File: src/rtl/irq_gateway.sv
// Interrupt gateway: synchronizes raw peripheral interrupt lines, detects edge or level
// events, and holds a per-line pending request until the controller's completion pulse.
module irq_gateway #(
  parameter int N_IRQ       = 32,
  parameter int SYNC_STAGES = 2
) (
  input  logic             clk_i,
  input  logic             rst_ni,
  input  logic [N_IRQ-1:0] irq_i,
  input  logic [N_IRQ-1:0] edge_mode_i,
  input  logic [N_IRQ-1:0] int_fin_i,
  input  logic [N_IRQ-1:0] ovf_clr_i,
  output logic [N_IRQ-1:0] int_req_o,
  output logic [N_IRQ-1:0] ovf_o
);

  typedef enum logic [1:0] {
    IDLE = 2'd0,
    PEND = 2'd1,
    ACK  = 2'd2
  } line_state_e;

  logic [N_IRQ-1:0] sync_q [SYNC_STAGES];
  logic [N_IRQ-1:0] s_d_q;
  logic [N_IRQ-1:0] s_now;
  logic [N_IRQ-1:0] rise;
  logic [N_IRQ-1:0] ovf_q, ovf_d, ovf_set;
  line_state_e      state_q [N_IRQ];
  line_state_e      state_d [N_IRQ];

  assign s_now = sync_q[SYNC_STAGES-1];
  // s_d_q resets to 0, so a line held high through reset produces exactly one rise.
  assign rise  = s_now & ~s_d_q;

  // NOTE: every register here, including the synchronizer array, is reset so that all
  // outputs are 0 immediately on rst_ni and no stale request survives a mid-run reset.
  always_ff @(posedge clk_i or negedge rst_ni) begin
    if (!rst_ni) begin
      for (int i = 0; i < SYNC_STAGES; i++) sync_q[i] <= '0;
      for (int k = 0; k < N_IRQ; k++) state_q[k] <= IDLE;
      s_d_q <= '0;
      ovf_q <= '0;
    end else begin
      // NOTE: non-blocking assignments make every flop sample the pre-edge value, which
      // is what turns this loop into a shift chain rather than a single wire.
      sync_q[0] <= irq_i;
      for (int i = 1; i < SYNC_STAGES; i++) sync_q[i] <= sync_q[i-1];
      for (int k = 0; k < N_IRQ; k++) state_q[k] <= state_d[k];
      s_d_q <= s_now;
      ovf_q <= ovf_d;
    end
  end

  always_comb begin
    // NOTE: defaults first, so every path assigns every variable and no latch is inferred.
    ovf_set = '0;
    for (int k = 0; k < N_IRQ; k++) begin
      state_d[k] = state_q[k];
      if (edge_mode_i[k]) begin
        case (state_q[k])
          IDLE: if (rise[k]) state_d[k] = PEND;
          PEND: begin
            if (rise[k] && !int_fin_i[k]) ovf_set[k] = 1'b1;
            else if (int_fin_i[k] && !rise[k]) state_d[k] = IDLE;
          end
          ACK:     state_d[k] = rise[k] ? PEND : IDLE;
          default: state_d[k] = IDLE;
        endcase
      end else begin
        case (state_q[k])
          IDLE: if (s_now[k]) state_d[k] = PEND;
          PEND: if (int_fin_i[k]) state_d[k] = s_now[k] ? ACK : IDLE;
          // A level still held after completion is ignored until it drops.
          ACK:     if (!s_now[k]) state_d[k] = IDLE;
          default: state_d[k] = IDLE;
        endcase
      end
    end
    ovf_d = ovf_set | (ovf_q & ~ovf_clr_i);
  end

  always_comb begin
    int_req_o = '0;
    for (int k = 0; k < N_IRQ; k++) int_req_o[k] = (state_q[k] == PEND);
  end

  assign ovf_o = ovf_q;

endmodule

File: config.mk
export PLATFORM = sky130hd
export DESIGN_NAME = irq_gateway
export DESIGN_NICKNAME = d
export VERILOG_FILES = /design/src/rtl/irq_gateway.sv
export SDC_FILE = /design/constraint.sdc
export NUM_CORES = 1
export LEC_CHECK = 0
export ABC_CLOCK_PERIOD_IN_PS = 1280
export BUFFER_PORTS_ARGS = -buffer_cell sky130_fd_sc_hd__clkbuf_2
export CAP_MARGIN = 5
export CORE_UTILIZATION = 54
export CTS_BUF_LIST = sky130_fd_sc_hd__clkbuf_2
export DETAILED_ROUTE_END_ITERATION = 6
export PLACE_DENSITY = 0.8
export SYNTH_ARGS = -nofsm -noshare
export SYNTH_HDL_FRONTEND = slang
export SYNTH_SLANG_ARGS = --single-unit
File: constraint.sdc
create_clock -name clk_i -period 1.28 [get_ports clk_i]
set_input_delay 0.064 -clock clk_i [delete_from_list [all_inputs] [get_ports clk_i]]
set_output_delay 0.064 -clock clk_i [all_outputs]
set_load 0.03 [all_outputs]
==> results of run 1 <==
kinds of logic after synthesis:
group,share of synthesized area
and+or+nand+nor,0.186
DFF,0.649
AOI/OAI and AO/OA,0.102
buffers and inverters,0.0172
muxes,0.0456
metal layers:
| layer | global-route usage | overflow |
|---|---|---|
| met1 | 0.863 | 2 |
| met2 | 1.07 | 288 |
| met3 | 0.720 | 6 |
| met4 | 0.983 | 137 |
| met5 | 0.180 | 0 |
per-stage QoR:
step           instance area [µm²]  std cells
4_1_cts                      12200       1273
2_1_floorplan                 7400        578
3_3_place_gp                  8690        952
3_5_place_dp                  8690        952
what timing repair did:
item,in CTS
hold buffers,211
endpoints found under the hold margin,320
resized for setup,140
endpoints found under the setup margin,64
setup buffers,80
==> results.cfg, run 1 <==
[logic_synthesis]
synth.cell_area_um2 = 7400
synth_area_per_cell_um2 = 12.8
yosys-top-cells-area = dfrtp_1 65%, nor3b_1 6.3%, nor2b_1 5.3%, mux2_2 4.6%, nand4b_1 3.8%
netlist_instances = 578
postSynthRegisterBits = 192
synth_top_area_frac = 0.649
synthesis.nets = 708
leading_area_contributor_after_synthesis = dfrtp_1
yosysUniqueCellTypes = 17
async_reset_ff_frac = 1.00
commonest_register_cell_after_synthesis = dfrtp_1
synthTopCellsByCount = 192 x dfrtp_1, 63 x nor2b_1, 62 x nor3b_1, 34 x a21oi_1, 34 x inv_1
synth_warnings = 0
ys_seq_area_frac = 0.649
yosysMostFrequentCell = dfrtp_1
number_of_synthesized_flops_with_an_enable_pin = 0

[global_route]
largest_net_degree_at_the_start_of_global_routing = 45
grt_overflow = 433
global_route.usage.total = 0.889

[outcome]
run_status = stopped before the end
stage_at_which_the_flow_ended = 5_1_grt
first_error = [ERROR GRT-0232] Routing congestion too high. Check the congestion heatmap in the GUI.

[place]
dpl_worst_slack_ps = 181
numPortBuffers = 193
detailedPlacementHpwl_mm = 10.9
global_placement_routability_congestion = 0.809

[floorplanning]
placement_rows = 42
chipWidth_um = 119
floorplan.io_pins = 194
die_height_um = 119
start_util = 0.557

[sta]
endpoint_type = primary output
grt-worst-endpoint = int_req_o[3]

[clock_network]
cts_inserted_buffers = 17
numClockSinks = 192
cts-root-buf = clkbuf_2
cts-root-to-sink-buffers = 2
htree_num_levels = 4
==> inputs of run 2 (changes only) <==
--- a/config.mk
+++ b/config.mk
@@ -8,10 +8,9 @@
 export ABC_CLOCK_PERIOD_IN_PS = 1280
 export BUFFER_PORTS_ARGS = -buffer_cell sky130_fd_sc_hd__clkbuf_2
 export CAP_MARGIN = 5
-export CORE_UTILIZATION = 54
-export CTS_BUF_LIST = sky130_fd_sc_hd__clkbuf_2
+export CORE_UTILIZATION = 40
 export DETAILED_ROUTE_END_ITERATION = 6
-export PLACE_DENSITY = 0.8
+export PLACE_DENSITY_LB_ADDON = 0.15
 export SYNTH_ARGS = -nofsm -noshare
 export SYNTH_HDL_FRONTEND = slang
 export SYNTH_SLANG_ARGS = --single-unit
==> results.cfg, run 2 <==
[sta]
timing.max_slew.rel_slack = 0.731
hold_violations = 0
post-route-worst-setup-slack_ps = 36.2
grt_setup_unrepaired = true
fin_crit_ps = 1240
max_transition_viols_final = 0
final_min_period_over_clock_period = 0.972
tightest_slew_ps = 404
setup-violations-final = 0
skew_ps = 7.80
timing.fmax_ghz = 0.804

[route]
remaining_drc_errors = 0
first_drt_pass_iteration_count = 5
via_per_inst = 4.86
wire_per_inst_um = 14.3
wl_mm = 17.3
antenna_violating_nets_post_route = 0
dr.first_iter.drc_count = 172
via_count = 5875

[global_route]
global_route.usage.total = 0.185
grt_overflow = 0
largest_net_degree_at_the_start_of_global_routing = 42
first_pass_grt_wire_length_mm = 28.6
antenna_found_initial = 1
number_of_global_route_vias_before_repair = 6161

[power_and_ir_drop]
power.density_cell_area_nw_per_um2 = 1310
total_leakage_power_nw = 5.27
vdd_ir_drop_max_v = 0.000924

[logic_synthesis]
yosysUniqueCellTypes = 17
async_reset_ff_frac = 1.00
synth.cell_area_um2 = 7400
leading_area_contributor_after_synthesis = dfrtp_1
commonest_register_cell_after_synthesis = dfrtp_1
number_of_synthesized_flops_with_an_enable_pin = 0
netlist_instances = 578
synth_top_area_frac = 0.649
yosysMostFrequentCell = dfrtp_1
synth_warnings = 0
postSynthRegisterBits = 192
yosys-top-cells-area = dfrtp_1 65%, nor3b_1 6.3%, nor2b_1 5.3%, mux2_2 4.6%, nand4b_1 3.8%
synth_area_per_cell_um2 = 12.8
synthTopCellsByCount = 192 x dfrtp_1, 63 x nor2b_1, 62 x nor3b_1, 34 x a21oi_1, 34 x inv_1
ys_seq_area_frac = 0.649
synthesis.nets = 708

[critical_path]
critical_path_arrival_ps = 1180
setup.worst_path.end_class = primary output
timing.critical_path.cells = nor2b_4 -> clkbuf_8
critical_path.slowest_cell = dfrtp_1
timing_worst_setup_path_type = reg2out
critPathRequiredTime_ps = 1220
critical-path-max-stage-delay_ps = 410
crit_path_start_kind = register
crit_path_max_fanout = 5

[floorplanning]
die_height_um = 138
start_util = 0.411
fp.dieArea_um2 = 19100
placement_rows = 49
chipWidth_um = 138
floorplan.io_pins = 194
placeableCoreArea_um2 = 18000

[place]
detailedPlacementHpwl_mm = 11.2
numPortBuffers = 193
place_area_um2 = 8780
global_placement_routability_congestion = 0.764
dpl_worst_slack_ps = 194

[clock_network]
clk-insertion-delay-late_ps = 420
cts-root-buf = clkbuf_16
cts_inserted_buffers = 17
clkSlewWorstSetupHoldPaths_ps = 70
clock_tree_from_tritoncts = yes
cts-root-to-sink-buffers = 2
htree_num_levels = 4
numClockSinks = 192

[finish]
multiInputGateArea_um2 = 2620
most-common-layout-cells = 191 x dfrtp_1, 160 x clkbuf_2, 129 x dlygate4sd3_1
max_flop_register = state_q
final_common_cell = dfrtp_1
final.fill_count = 1409
areaGrowthSynthToFinish_pct = 51.5
nets_final = 1096
sequential_cell_area_um2 = 4810
drive_gt1_frac = 0.343
largest_register_ff_count = 64
final_design_area_no_fill_um2 = 11200

[worst_hold_path]
worstHoldPathType = in2async

[run]
drv.max_cap_violation_count = 0

[outcome]
run_status = finished, final reports clean
[run 2: cell counts after synthesis]
No cell type changed its count.
[run 2: final cells by class]
| class | count | area share |
|---|---|---|
| Antenna cell | 1 | 0.000223 |
| Clock buffer | 19 | 0.0386 |
| Clock inverter | 13 | 0.00937 |
| Inverter | 34 | 0.0114 |
| Multi-Input combinational cell | 352 | 0.233 |
| Sequential cell | 192 | 0.428 |
| Tap cell | 229 | 0.0255 |
| Timing Repair Buffer | 369 | 0.253 |
[run 2: critical path: cells and delay by family, from the launching register on]
family                 cells  cell delay [ps]
buffers and inverters      1              160
flip-flops                 1              410
AND/OR/NAND/NOR            1              180
[run 2: cells by family (layout without fill, tap and decap cells)]
| kind of cell | after synthesis | after routing | share of synthesized area |
|---|---|---|---|
| buf+inv | 34 | 435 | 0.0172 |
| flops | 192 | 192 | 0.649 |
| mux | 30 | 30 | 0.0456 |
| compound gates | 127 | 127 | 0.102 |
| other cells | 0 | 1 | 0 |
| simple gates | 195 | 195 | 0.186 |
[run 2: repair_timing]
action,in CTS,in global routing
gates resized for setup,74,43
setup endpoints to repair,32,31
hold endpoints to repair,320,0
pin swaps,0,0
hold buffers,129,0
buffers inserted,21,18
[run 2: final timing paths]
path                                         start                 endpoint  slack [ps]  cells past startpoint
min in group clk_i                       irq_i[10]     sync_q[42]$_DFF_PN0_         280                      2
setup / recovery           state_q[62]$_DFFE_PN0P_             int_req_o[0]          40                      2
hold / removal                              rst_ni  state_q[53]$_DFFE_PN0P_         150                      2
hold reg to reg               sync_q[52]$_DFF_PN0_      s_now[20]$_DFF_PN0_         350                      0
setup reg to reg           state_q[12]$_DFFE_PN0P_  state_q[12]$_DFFE_PN0P_          70                      4
max in group asynchronous                   rst_ni  state_q[46]$_DFFE_PN0P_         610                      3
[run 2: per-layer routing]
layer	up-vias	part of all wire	GRT usage
met5	-	0	0
met4	0	0.019	0.0706
met3	27	0.048	0.0454
met2	154	0.51	0.321
met1	2854	0.43	0.221
li1	2840	-	-
[run 2: per-stage QoR]
step | instances | power [mW] | hold slack [ps] | TNS (ps) | util
CTS | 1190 | 14.6 | 145 | 0 | 0.610
global route | 1209 | 15.4 | 157 | -67.0 | 0.623
floorplan | 578 | 8.14 | -232 | 0 | -
detailed placement | 1008 | 9.00 | 37.9 | 0 | 0.487
finish | 1209 | 14.6 | 145 | 0 | 0.623
global placement | 1008 | 8.88 | 37.1 | 0 | 0.487
[run 2: power breakdown]
| group | total (mW) | switching, mW | internal [mW] |
|---|---|---|---|
| combinational | 3.02 | 1.39 | 1.62 |
| clock | 4.85 | 2.32 | 2.53 |
| sequential | 6.78 | 0.308 | 6.47 |
Power figures use the tool's default switching activity.
==> inputs of run 3 (changes only) <==
--- a/config.mk
+++ b/config.mk
@@ -9,6 +9,8 @@
 export BUFFER_PORTS_ARGS = -buffer_cell sky130_fd_sc_hd__clkbuf_2
 export CAP_MARGIN = 5
 export CORE_UTILIZATION = 40
+export CTS_BUF_LIST = sky130_fd_sc_hd__clkbuf_8 sky130_fd_sc_hd__clkbuf_16
+export CTS_CLUSTER_DIAMETER = 150
 export DETAILED_ROUTE_END_ITERATION = 6
 export PLACE_DENSITY_LB_ADDON = 0.15
 export SYNTH_ARGS = -nofsm -noshare
==> results.cfg, run 3 (synthesis gave the netlist of run 2 again) <==
[finish]
areaGrowthSynthToFinish_pct = 51.5
most-common-layout-cells = 191 x dfrtp_1, 160 x clkbuf_2, 129 x dlygate4sd3_1
fin_util = 0.623
nets_final = 1096
final_common_cell = dfrtp_1
max_flop_register = state_q
final_design_area_no_fill_um2 = 11200
largest_register_ff_count = 64
drive_gt1_frac = 0.343

[critical_path]
crit_path_max_fanout = 5
timing_worst_setup_path_type = reg2out
r2r_slack_ps = 60
regToRegEndpoint = state_q[12]$_DFFE_PN0P_
startpoint = state_q[62]$_DFFE_PN0P_
setup.worst_path.end_class = primary output
rr_startpoint = state_q[12]$_DFFE_PN0P_
crit_path_start_kind = register
worstSetupEndpoint = int_req_o[0]
critical_path_arrival_ps = 1180
r2r.worst_path.cells = 4
critPathRequiredTime_ps = 1220

[global_route]
antenna_found_initial = 1
first_pass_grt_wire_length_mm = 28.6
global_route.usage.total = 0.185
largest_net_degree_at_the_start_of_global_routing = 42
number_of_global_route_vias_before_repair = 6161
grt_overflow = 0

[place]
dpl_worst_slack_ps = 194
place_area_um2 = 8780
detailedPlacementHpwl_mm = 11.2
global_placement_routability_congestion = 0.764
numPortBuffers = 193

[sta]
hold_violations = 0
post-route-worst-setup-slack_ps = 36.1
max_transition_viols_final = 0
skew_ps = 7.80
total_negative_setup_slacks_ps = 0
grt_setup_unrepaired = true
final_min_period_over_clock_period = 0.972
setup-violations-final = 0
fin_crit_ps = 1240
tightest_slew_ps = 404
timing.fmax_ghz = 0.804
timing.max_slew.rel_slack = 0.731

[floorplanning]
chipWidth_um = 138
fp.dieArea_um2 = 19100
die_height_um = 138
placeableCoreArea_um2 = 18000
start_util = 0.411
floorplan.io_pins = 194
placement_rows = 49

[power_and_ir_drop]
internal_power_mw = 10.6
total_power_mw = 14.6
seq_power_share = 0.463
netSwitchingFraction = 0.275
total_leakage_power_nw = 5.28
switchingPower_mw = 4.03
pwr-share-comb = 0.206
vdd_ir_drop_max_v = 0.000924
clkPwrFrac = 0.330
power.density_cell_area_nw_per_um2 = 1300

[clock_network]
clk-insertion-delay-late_ps = 420
cts-root-buf = clkbuf_16
cts-root-to-sink-buffers = 2
numClockSinks = 192
htree_num_levels = 4
clkSlewWorstSetupHoldPaths_ps = 70
cts_inserted_buffers = 17
clock_tree_from_tritoncts = yes

[route]
wl_met3_um = 826
antenna_violating_nets_post_route = 0
uppermost_signal_routing_layer_after_detailed_routing = met4
met1_routed_wirelength_after_detailed_routing_mm = 7.34
first_drt_pass_iteration_count = 4
wire_per_inst_um = 14.3
remaining_drc_errors = 0
via_count = 5885
via_per_inst = 4.87
dr.first_iter.drc_count = 152
route.met2.wl_mm = 8.80
wl_mm = 17.3

[worst_hold_path]
worstHoldPathType = in2async

[run]
drv.max_cap_violation_count = 0

[outcome]
run_status = finished, final reports clean
run 3: stage by stage:
step | cells | hold slack (ps)
floorplan | 578 | -232
finish | 1209 | 145
detailed placement | 1008 | 37.9
CTS | 1190 | 145
global route | 1209 | 157
global placement | 1008 | 37.1
run 3: power by group through the flow:
| stage | combinational, mW | clock, mW | sequential [mW] |
|---|---|---|---|
| floorplan | 1.21 | 0 | 6.93 |
| global placement | 2.00 | 0 | 6.88 |
| detailed placement | 2.08 | 0 | 6.93 |
| CTS | 2.79 | 5.01 | 6.77 |
| global route | 3.24 | 5.27 | 6.83 |
| finish | 3.02 | 4.84 | 6.78 |
run 3: layout make-up:
type | instances | area (µm²)
inverters | 34 | 128
repair buffers | 369 | 2840
multi-input cells | 352 | 2620
flip-flops and latches | 192 | 4810
clock inverters | 15 | 113
diodes | 1 | 2.50
well taps | 229 | 287
fillers | 1409 | 6800
clock buffers | 17 | 425
run 3: worst min-delay path by stage:
stage / start / to / slack (ps) / cells past startpoint
global route: rst_ni / state_q[53]$_DFFE_PN0P_ / 160 / 2
CTS: rst_ni / ovf_o[5]$_DFF_PN0_ / 140 / 2
floorplan: rst_ni / ovf_o[0]$_DFF_PN0_ / -230 / 0
global placement: rst_ni / ovf_o[5]$_DFF_PN0_ / 40 / 1
finish: rst_ni / state_q[53]$_DFFE_PN0P_ / 150 / 2
detailed placement: rst_ni / ovf_o[5]$_DFF_PN0_ / 40 / 1
run 3: critical path, cell delays in order, from the launching register on:
cell      delay, ps
dfrtp_1         410
nor2b_4         180
clkbuf_8        160
run 3: what timing repair did:
action,in CTS,in global routing
buffers inserted,21,18
endpoints found under the setup margin,32,31
gates resized for setup,74,43
hold endpoints to repair,320,0
hold buffers,129,0
gates cloned,0,0
run 3: routing by layer:
layer  track usage  vias up
met3        0.0454       27
met2         0.321      156
met1         0.221     2864
li1              -     2838
met4        0.0706        0
met5             0        -
==> inputs of run 4 (changes only) <==
--- a/config.mk
+++ b/config.mk
@@ -8,6 +8,7 @@
 export ABC_CLOCK_PERIOD_IN_PS = 1280
 export BUFFER_PORTS_ARGS = -buffer_cell sky130_fd_sc_hd__clkbuf_2
 export CAP_MARGIN = 5
+export CORE_ASPECT_RATIO = 2
 export CORE_UTILIZATION = 40
 export CTS_BUF_LIST = sky130_fd_sc_hd__clkbuf_8 sky130_fd_sc_hd__clkbuf_16
 export CTS_CLUSTER_DIAMETER = 150
==> results.cfg, run 4 (synthesis gave the netlist of run 2 again) <==
[route]
via_count = 6041
wl_mm = 17.9
wl_met3_um = 633
wire_per_inst_um = 14.7
uppermost_signal_routing_layer_after_detailed_routing = met4
via_per_inst = 4.98
dr.first_iter.drc_count = 144
met1_routed_wirelength_after_detailed_routing_mm = 6.21
route.met2.wl_mm = 10.5
antenna_violating_nets_post_route = 0
first_drt_pass_iteration_count = 7
remaining_drc_errors = 10

[sta]
final_min_period_over_clock_period = 0.987
timing.max_slew.rel_slack = 0.731
tightest_slew_ps = 404
hold_violations = 0
timing.hold.ws_ps = 136
setup-violations-final = 0
max_transition_viols_final = 0
fin_crit_ps = 1260
skew_ps = 10.2
timing.fmax_ghz = 0.792
grt_setup_unrepaired = true

[global_route]
antenna_found_initial = 0
number_of_global_route_vias_before_repair = 6423
largest_net_degree_at_the_start_of_global_routing = 44
grt_overflow = 0
global_route.usage.total = 0.192
first_pass_grt_wire_length_mm = 29.0

[finish]
final_common_cell = dfrtp_1
most-common-layout-cells = 192 x dfrtp_1, 160 x clkbuf_2, 129 x dlygate4sd3_1
final.fill_count = 1474
areaGrowthSynthToFinish_pct = 53.0
largest_register_ff_count = 64
nets_final = 1114
drive_gt1_frac = 0.354
max_flop_register = state_q
number_of_inserted_diodes = 0
final_cells = 1213

[critical_path]
timing.critical_path.cells = nand2b_4 -> inv_4 -> buf_8
path_depth = 3
critical_path_arrival_ps = 1200
r2r.worst_path.cells = 6
critical-path-max-stage-delay_ps = 420
crit_path_max_fanout = 4
setup.worst_path.end_class = primary output
critPathRequiredTime_ps = 1220
category_of_cells_accounting_for_the_largest_share_of_critical_path_delay = flip-flops
crit_path_start_kind = register
critical_path_buf_inv_count = 2
critical_path.slowest_cell = dfrtp_1
timing_worst_setup_path_type = reg2out

[floorplanning]
floorplan.io_pins = 194
placeableCoreArea_um2 = 18200
fp.dieArea_um2 = 19100
placement_rows = 70
die_height_um = 194
start_util = 0.406
chipWidth_um = 98.2

[place]
global_placement_routability_congestion = 0.785
dp_cells = 995
numPortBuffers = 193
detailedPlacementHpwl_mm = 12.0

[clock_network]
clkSlewWorstSetupHoldPaths_ps = 70
clk-insertion-delay-late_ps = 430
cts_inserted_buffers = 17
clock_tree_from_tritoncts = yes
numClockSinks = 192
htree_num_levels = 4
cts-root-to-sink-buffers = 2
cts-root-buf = clkbuf_16

[worst_hold_path]
worstHoldPathType = in2async

[outcome]
run_status = finished, violations left
failing_checks = design-rule violations

[power_and_ir_drop]
vdd_ir_drop_max_v = 0.000819
power.density_cell_area_nw_per_um2 = 1320
total_leakage_power_nw = 5.36

[run]
drv.max_cap_violation_count = 0
run 4: changes by cell type in the layout (fill, tap and decap cells not counted), moves of 2 or more:
| cell | previous run | this run |
|---|---|---|
| buf_4 | 56 | 78 |
| clkbuf_8 | 9 | 17 |
| buf_6 | 7 | 0 |
| nor2b_2 | 18 | 24 |
| nor2b_4 | 12 | 6 |
| clkinvlp_4 | 3 | 1 |
run 4: final cells by class:
class	count	area [µm²]	share of cell area
flip-flops and latches	192	4800	0.424
repair buffers	387	2970	0.262
multi-input cells	352	2580	0.228
clock buffers	22	494	0.0436
well taps	216	270	0.0239
inverters	34	130	0.0115
clock inverters	10	77.6	0.00685
run 4: per-layer routing:
layer	vias to the layer above	track usage
li1	2874	-
met1	2988	0.185
met2	147	0.379
met3	32	0.0381
met4	0	0.0879
met5	-	0
run 4: worst paths after layout:
path	slack [ps]	to	startpoint
setup reg to reg	80	state_q[45]$_DFFE_PN0P_	state_q[44]$_DFFE_PN0P_
min in group clk_i	270	sync_q[40]$_DFF_PN0_	irq_i[8]
max in group asynchronous	570	state_q[37]$_DFFE_PN0P_	rst_ni
setup / recovery	20	int_req_o[10]	state_q[43]$_DFFE_PN0P_
hold / removal	140	state_q[44]$_DFFE_PN0P_	rst_ni
hold reg to reg	350	s_now[17]$_DFF_PN0_	sync_q[49]$_DFF_PN0_
run 4: stage by stage:
step / TNS (ps) / cell area, µm² / power (mW) / worst slack (ps) / utilization
final: 0 / 11300 / 14.9 / 16.9 / 0.622
after global routing: -107 / 11300 / 15.6 / -31.8 / 0.622
after CTS: -12.4 / 11100 / 14.9 / -12.4 / 0.610
after detailed placement: 0 / 8760 / 9.02 / 179 / 0.481
after global placement: 0 / 8760 / 8.89 / 228 / 0.481
after floorplan: 0 / 7400 / 8.14 / 12.0 / -
run 4: what timing repair did:
item                       in CTS  in global routing
hold endpoints to repair      320                  0
hold buffers                  129                  0
setup buffers                  33                 24
pin swaps                       0                  0
setup endpoints to repair      32                 30
resized for setup              75                 28
run 4: worst register-to-register path, delay by kind of cell (launching register included):
family / cells / cell delay, ps
and+or+nand+nor: 2 / 220
AOI/OAI and AO/OA: 1 / 130
DFF: 1 / 380
buffers and inverters: 3 / 360
run 4: power by group:
group	leakage, nW	total (mW)	switching (mW)	internal [mW]
combinational	2.69	3.10	1.43	1.67
clock	0.285	5.05	2.28	2.77
sequential	2.38	6.76	0.286	6.47
total	5.36	14.9	3.99	10.9
